===== src/rtl/fetch_ctrl.sv =====
// fetch_ctrl: front-end fetch sequencer. Owns the fetch PC, issues one aligned
//   FETCH_WIDTH-instruction request at a time to the I-cache, and forwards each
//   returned packet to fetch_buffer with a per-lane valid mask.
// Latency: icache_resp_valid in cycle N -> inst_valid in cycle N+1. Redirect in
//   cycle N -> buffer_flush in cycle N+1.
// Backpressure: requests are held off while buffer_full is high; responses are
//   never stalled (buffer_full guarantees room for a whole packet).
// Ports:
//   clock, reset                       clock and synchronous active-high reset
//   redirect_valid/redirect_pc         backend redirect and its target
//   buffer_full                        fetch_buffer cannot take a packet
//   icache_req_valid/ready/addr        request channel (valid is combinational)
//   icache_resp_valid/data             response channel, one per accepted request
//   inst_value/inst_valid/inst_pc      registered packet to fetch_buffer
//   buffer_flush                       registered one-cycle flush pulse
module fetch_ctrl #(
  parameter int              FETCH_WIDTH = 4,
  parameter int              XLEN        = 32,
  parameter int              INST_WIDTH  = 32,
  parameter logic [XLEN-1:0] RESET_PC    = '0
) (
  input  logic                          clock,
  input  logic                          reset,
  input  logic                          redirect_valid,
  input  logic [XLEN-1:0]               redirect_pc,
  input  logic                          buffer_full,
  output logic                          icache_req_valid,
  input  logic                          icache_req_ready,
  output logic [XLEN-1:0]               icache_req_addr,
  input  logic                          icache_resp_valid,
  input  logic [FETCH_WIDTH*INST_WIDTH-1:0] icache_resp_data,
  output logic [FETCH_WIDTH*INST_WIDTH-1:0] inst_value,
  output logic [FETCH_WIDTH-1:0]        inst_valid,
  output logic [XLEN-1:0]               inst_pc,
  output logic                          buffer_flush
);

  localparam int OFF_W     = $clog2(FETCH_WIDTH);
  localparam int ALIGN_LSB = OFF_W + 2;
  localparam logic [XLEN-1:0] PKT_BYTES = XLEN'(FETCH_WIDTH * 4);

  // REQ: may issue a request. WAIT: live request outstanding.
  // DROP: request outstanding whose response is stale and must be discarded.
  typedef enum logic [1:0] {
    ST_REQ  = 2'd0,
    ST_WAIT = 2'd1,
    ST_DROP = 2'd2
  } state_t;

  state_t                          state_q;
  logic [XLEN-1:0]                 pc_q;
  logic [XLEN-1:0]                 req_base_q;
  logic [OFF_W-1:0]                req_off_q;
  logic [FETCH_WIDTH*INST_WIDTH-1:0] inst_value_q;
  logic [FETCH_WIDTH-1:0]          inst_valid_q;
  logic [XLEN-1:0]                 inst_pc_q;
  logic                            buffer_flush_q;

  logic [XLEN-1:0]                 aligned_pc;
  logic                            req_hs;
  logic [FETCH_WIDTH-1:0]          lane_mask;

  // Byte-offset bits of the redirect target carry no information.
  logic unused_redirect_lsb;
  assign unused_redirect_lsb = ^redirect_pc[1:0];

  assign aligned_pc       = {pc_q[XLEN-1:ALIGN_LSB], {ALIGN_LSB{1'b0}}};
  assign icache_req_valid = !reset && (state_q == ST_REQ) && !buffer_full && !redirect_valid;
  assign icache_req_addr  = aligned_pc;
  assign req_hs           = icache_req_valid && icache_req_ready;

  // Lanes below the entry offset of the request belong to addresses before the
  // fetch target (only non-zero on the first packet after a redirect).
  always_comb begin
    lane_mask = '0;
    for (int i = 0; i < FETCH_WIDTH; i++) begin
      lane_mask[i] = (i >= int'(req_off_q));
    end
  end

  always_ff @(posedge clock) begin
    if (reset) begin
      state_q        <= ST_REQ;
      pc_q           <= RESET_PC;
      req_base_q     <= '0;
      req_off_q      <= '0;
      inst_value_q   <= '0;
      inst_valid_q   <= '0;
      inst_pc_q      <= '0;
      buffer_flush_q <= 1'b0;
    end else begin
      // Delivery and flush are single-cycle pulses.
      inst_valid_q   <= '0;
      buffer_flush_q <= 1'b0;

      if (redirect_valid) begin
        pc_q           <= {redirect_pc[XLEN-1:2], 2'b00};
        buffer_flush_q <= 1'b1;
        unique case (state_q)
          // A response arriving with the redirect is simply discarded, so no
          // request is left outstanding and DROP is not needed.
          ST_WAIT: state_q <= icache_resp_valid ? ST_REQ : ST_DROP;
          ST_DROP: state_q <= ST_DROP;
          default: state_q <= ST_REQ;
        endcase
      end else begin
        unique case (state_q)
          ST_REQ: begin
            if (req_hs) begin
              req_base_q <= aligned_pc;
              req_off_q  <= pc_q[ALIGN_LSB-1:2];
              pc_q       <= aligned_pc + PKT_BYTES;
              state_q    <= ST_WAIT;
            end
          end
          ST_WAIT: begin
            if (icache_resp_valid) begin
              inst_value_q <= icache_resp_data;
              inst_pc_q    <= req_base_q;
              inst_valid_q <= lane_mask;
              state_q      <= ST_REQ;
            end
          end
          ST_DROP: begin
            if (icache_resp_valid) begin
              state_q <= ST_REQ;
            end
          end
          default: state_q <= ST_REQ;
        endcase
      end
    end
  end

  assign inst_value   = inst_value_q;
  assign inst_valid   = inst_valid_q;
  assign inst_pc      = inst_pc_q;
  assign buffer_flush = buffer_flush_q;

endmodule

===== config.mk =====
export PLATFORM = sky130hd
export DESIGN_NAME = fetch_ctrl
export DESIGN_NICKNAME = d
export VERILOG_FILES = /design/src/rtl/fetch_ctrl.sv
export SDC_FILE = /design/constraint.sdc
export NUM_CORES = 1
export LEC_CHECK = 0
export BUFFER_PORTS_ARGS = -buffer_cell sky130_fd_sc_hd__buf_2
export CAP_MARGIN = 15
export CORE_AREA = 2 2 143 145
export CTS_BUF_LIST = sky130_fd_sc_hd__clkbuf_4
export CTS_CLUSTER_DIAMETER = 40
export DETAILED_ROUTE_END_ITERATION = 8
export DIE_AREA = 0 0 145 147
export HOLD_SLACK_MARGIN = 0.02
export PLACE_DENSITY = 0.75
export SETUP_SLACK_MARGIN = 0.4
export SLEW_MARGIN = 25
export SYNTH_ARGS = -nofsm -noshare
export SYNTH_HDL_FRONTEND = slang
export SYNTH_SLANG_ARGS = --single-unit

===== constraint.sdc =====
create_clock -name clock -period 2.2 [get_ports clock]
set_clock_uncertainty 0.1 [all_clocks]
set_input_delay 0.44 -clock clock [delete_from_list [all_inputs] [get_ports clock]]
set_output_delay 0.44 -clock clock [all_outputs]
set_load 0.02 [all_outputs]

* Yosys cells after proc, flatten, opt, wreduce, memory -nomap -nowiden
Cells that the tools add are included.
** Operators by class
- Add/subtract/negate cells :: 1
- $lt $le $gt $ge :: 3
- Equal/unequal tests :: 4
- Multiplexer cells :: 11
- Bitwise gates (word level) :: 3
- Reductions and logical operators :: 19
** Operator list (number)
- 32-bit 2-to-1 mux :: 3
- 32-bit by 5-bit adder with 32-bit output (second input constant) :: 1
- 2-bit 2-to-1 mux :: 4
- 2-bit one-hot mux with 2 select lines :: 2
- 2-bit AND reduction :: 3
- 3-bit AND reduction :: 2
- 1-bit by 2-bit >= comparator with 1-bit output (first input constant) :: 2
- 1-bit logical AND :: 4
- 4-bit 2-to-1 mux :: 1
- 2-bit nonzero test :: 2
- 2-bit OR reduction :: 2
- 4-bit OR reduction :: 1
- 1-bit zero test :: 3
- 3-bit by 1-bit != test with 1-bit output (second input constant) :: 1
- 3-bit != test (second input constant) :: 1
- 1-bit inverter :: 3
- 3-bit OR reduction :: 1
- 2-bit by 1-bit == test with 1-bit output (second input constant) :: 1
- 2-bit == test (second input constant) :: 1
- 2-bit >= comparator (first input constant) :: 1
- 2-bit zero test :: 1
- 1-bit 2-to-1 mux :: 1
** Word-level totals
- Register bits :: 225
- Input port bits :: 166
- Output and inout port bits :: 198
- Logic and storage cells :: 51

* Logic depth before layout (Yosys ltp)
- Word-level depth :: 8
- Gate-level depth with buffers :: 9
- Mapped depth without buffers :: 6

* Worst setup path before layout
Ideal clock, no wire load.
- Path type :: input to register
- From :: in reset
- To :: reg pc_q[26]
- Setup time :: 0.063 ns
- Data arrival time :: 1.919 ns
- Required time :: 2.037 ns
- Path slack :: 0.118 ns
- Cell stages on the path :: 6
- Path buffers :: 2
- Path through :: clkbuf_1 > or2_2 > clkbuf_1 > or4_1 > or4_1 > nand3_1
** On the way
- Word-level cells in the longest chain between the ends :: 7
** RTL lines
- start, declared :: RTL line 23 : input logic reset,
- 1-bit zero test :: RTL line 68 : assign icache_req_valid = !reset && (state_q == ST_REQ) && !buffer_full && !redirect_valid;
- 1-bit logical AND (3 in series) :: RTL line 68
- 1-bit logical AND :: RTL line 70 : assign req_hs = icache_req_valid && icache_req_ready;
- 2-bit nonzero test (no source line)
- 2-bit AND reduction (no source line)
- end signal, assigned :: RTL line 97 : pc_q <= {redirect_pc[XLEN-1:2], 2'b00};
- end signal, assigned :: RTL line 112 : pc_q <= aligned_pc + PKT_BYTES;
- end, declared :: RTL line 51 : logic [XLEN-1:0] pc_q;
Parallel ways exist; a longest one is shown, timed or not.
A chain may end at the register's enable or synchronous reset.

* Worst setup path after layout
- From :: reg state_q[0]
- To :: out icache_req_valid
** On the way
- Word-level cells in the longest chain between the ends :: 4
** RTL lines
- start, declared :: RTL line 50 : state_t state_q;
- start signal, assigned :: RTL line 102 : ST_WAIT: state_q <= icache_resp_valid ? ST_REQ : ST_DROP;
- 2-bit zero test :: RTL line 68
- 1-bit logical AND (3 in series) :: RTL line 68
- end, declared :: RTL line 27 : output logic icache_req_valid,
No other way between the ends.

==> run metrics <==
placed cell areas=around 11000 um^2; commonest non-fill, non-tap cell in the layout=nand2_1; type of the most critical hold path=input port to flop; largest net degree at the start of global routing=about 110; layout cell share with drive strength beyond 1=0.370; post-synthesis cell count=roughly 1100; period utilization=0.933; Initial DRC Count=897; WS Path Type=flop to output pin; crit path buf inv count=2; worst reg2reg setup slack=about 0.15 ns; total wire length=39.4 mm; CTS tree=built; Pwr Total=about 8900 uW; vias in the first global route=just over 10000; Reg2Reg Launch Point=state_q[1]$_SDFFE_PP0P_; Cell variety after synth=49; DRC=0; Area Overhead vs Synth=64.5%; final hold vios=0; worst hold stages=4; fillcell total=between 1000 and 1500; Syn Area/Cell=approximately 8 um^2; I/O pin count=about 360; post-synth top area share=0.512; Rows=52; Seq/Total Area, Yosys=0.512; top_reg_cell synth=dfxtp_1; CP Data Required Time=roughly 1.7 ns; Seq cells post-synth=approximately 220; Core ar.=19800 um^2; hold_sp=redirect_valid; number of vias per cell=roughly 5.5; Slowest-stage cell, CP=dfxtp_2; GRT overflow=0; area leader, netlist=dfxtp_1; Hold Slack=approximately 0.15 ns; GRT Total Usage=0.305; htree depth=2; relative slew slack=0.478; initial antenna violation count=4; PortBufs=353; setup TNS=0 ns; leakage power=between 0.006 and 0.007 uW; Slew Limit Fails=0; drt wl/cell=19.9 um; EDFF count, synth=0; 1st-pass router iterations=6; clk sinks=approximately 220; CTS buffer count=58; ys async rst share=0; Starting Density=0.439; CP endpoint kind=output pin; Nets=1836; P per Cell Area=624 nW/um^2; Worst Hold Path EP=pc_q[6]$_SDFFE_PP0P_; Largest stage delay, worst path=0.35 ns; synth top area cells=dfxtp_1 51%, nand2_1 17%, a21oi_1 9.6%; Post-DP HPWL=18.7 mm; arrival time worst endpoint=between 1.5 and 2 ns; Root Buffer=clkbuf_4; Max Clock Freq=just under 500 MHz; chip width=approximately 150 um; GP Congestion=about 0.85; maximum clock insertion buffer count=3; startpoint types=flop; Die H=147 um; commonest non-fill, non-tap cells in the layout=392 x nand2_1, 319 x buf_2, 192 x dfxtp_1, 160 x a21oi_1, 158 x dlygate4sd3_1; CP top delay family=flip-flops; status=finished, final reports clean; maxcap violations=0; Final setup viols=0; Final ANT Viol Nets=0; worst reg2reg endpoint=pc_q[21]$_SDFFE_PP0P_; actual slew at the worst max-slew pin=a little under 0.8 ns; cells along the critical path=inv_2, ha_4, nor3b_2, buf_4; worst-skew pair later-pin latency=~0.65 ns; peak supply drop=approximately 420 uV; YS warnings=0; Final Instance Area=around 14000 um^2; pre-CTS setup slack=between 0.09 and 0.1 ns; RSZ-0062 raised after global routing=true; Reg2Reg Depth=8; die footprint=between 20000 and 25000 um^2; routed vias=between 10000 and 15000; final critical-path required period=between 2 and 2.5 ns; PnR worst setup slack=between 0.1 and 0.15 ns; first-pass GRT wire length=53.0 mm; CP Max Fanout=3; synthesized cell area=about 8700 um^2; Worst-path clk slew=around 0.070 ns
[worst max path at each step]
stage	slack, ns	depth (start not counted)	startpoint	endpoint
finish	0.15	4	state_q[0]$_SDFFE_PP0P_	icache_req_valid
CTS	0.11	4	state_q[0]$_SDFFE_PP0P_	icache_req_valid
global route	0.06	4	state_q[1]$_SDFFE_PP0P_	icache_req_valid
global placement	0.16	6	state_q[0]$_SDFFE_PP0P_	pc_q[20]$_SDFFE_PP0P_
detailed placement	0.09	6	state_q[1]$_SDFFE_PP0P_	pc_q[20]$_SDFFE_PP0P_
floorplan	0.21	6	reset	pc_q[26]$_SDFFE_PP0P_
[layer usage]
metal / track usage / up-vias / wire (um)
met2: 0.522 / 871 / 18800
met5: 0 / - / 13
met4: 0.186 / 2 / 2870
met1: 0.333 / 5057 / 13500
met3: 0.0953 / 228 / 4260
li1: - / 4810 / -
[layout make-up]
| class | instances | area [um^2] | area share |
|---|---|---|---|
| clock buffer | 88 | 661 | 0.0461 |
| timing repair buffer | 610 | 4640 | 0.324 |
| tap | 270 | 338 | 0.0236 |
| multi-input combinational | 768 | 4040 | 0.282 |
| clock inverter | 13 | 77.6 | 0.00541 |
| inverter | 5 | 18.8 | 0.00131 |
| antenna | 4 | 10.0 | 0.000698 |
| sequential | 223 | 4550 | 0.317 |
[power by group]
group          switching [uW]  internal, uW  leakage, uW
registers                78.3          4100      0.00182
clock network            1740          1930     0.000443
logic                     530           554      0.00397
total                    2350          6590      0.00624
[logic make-up after synthesis]
| kind of cell | after synthesis | share of synthesized area |
|---|---|---|
| other cells | 1 | 0.000430 |
| xor+xnor | 7 | 0.00704 |
| simple gates | 529 | 0.266 |
| flops | 223 | 0.512 |
| buf+inv | 121 | 0.0678 |
| fa+ha+maj | 4 | 0.00574 |
| compound gates | 219 | 0.141 |
[Yosys cell counts (all sizes together), types with 5 or more instances]
master  count
inv         5
nand2     396
a311oi      7
a211oi      7
a21oi     168
xor2        6
or4        12
nand3      20
nor2       25
o311ai      5
o21ai       7
nor4        5
and2        5
nand4      12
clkbuf     72
o31ai       5
buf        44
nand3b     26
dfxtp     223
[per-stage QoR]
stage / utilization / cells
finish: 0.722 / 1981
global route: 0.722 / 1980
CTS: 0.680 / 1943
detailed placement: 0.536 / 1650
global placement: 0.536 / 1650
floorplan: - / 1111
[timing repair]
item	4_1_cts	5_1_grt
setup endpoints to repair	78	151
endpoints found under the hold margin	157	0
pin swaps	24	25
gates resized for setup	102	91
buffers inserted	33	19
cloned	1	15
hold buffers	158	0
[state kept, by name, summed over array words and instances, names as in the netlist]
register and cells:
inst_valid 4, inst_value 128, inst_pc 28, req_off_q 2, state_q 2, pc_q 30
req_base_q 28, buffer_flush 1
[worst reg2reg max path, delay by kind of cell (launching register included)]
kind	cells	cell delay [ns]
AOI/OAI and AO/OA	1	0.10
and+or+nand+nor	3	0.91
adders and majority gates	1	0.14
DFF	1	0.33
buffers and inverters	3	0.33
Power figures use the tool's default switching activity.
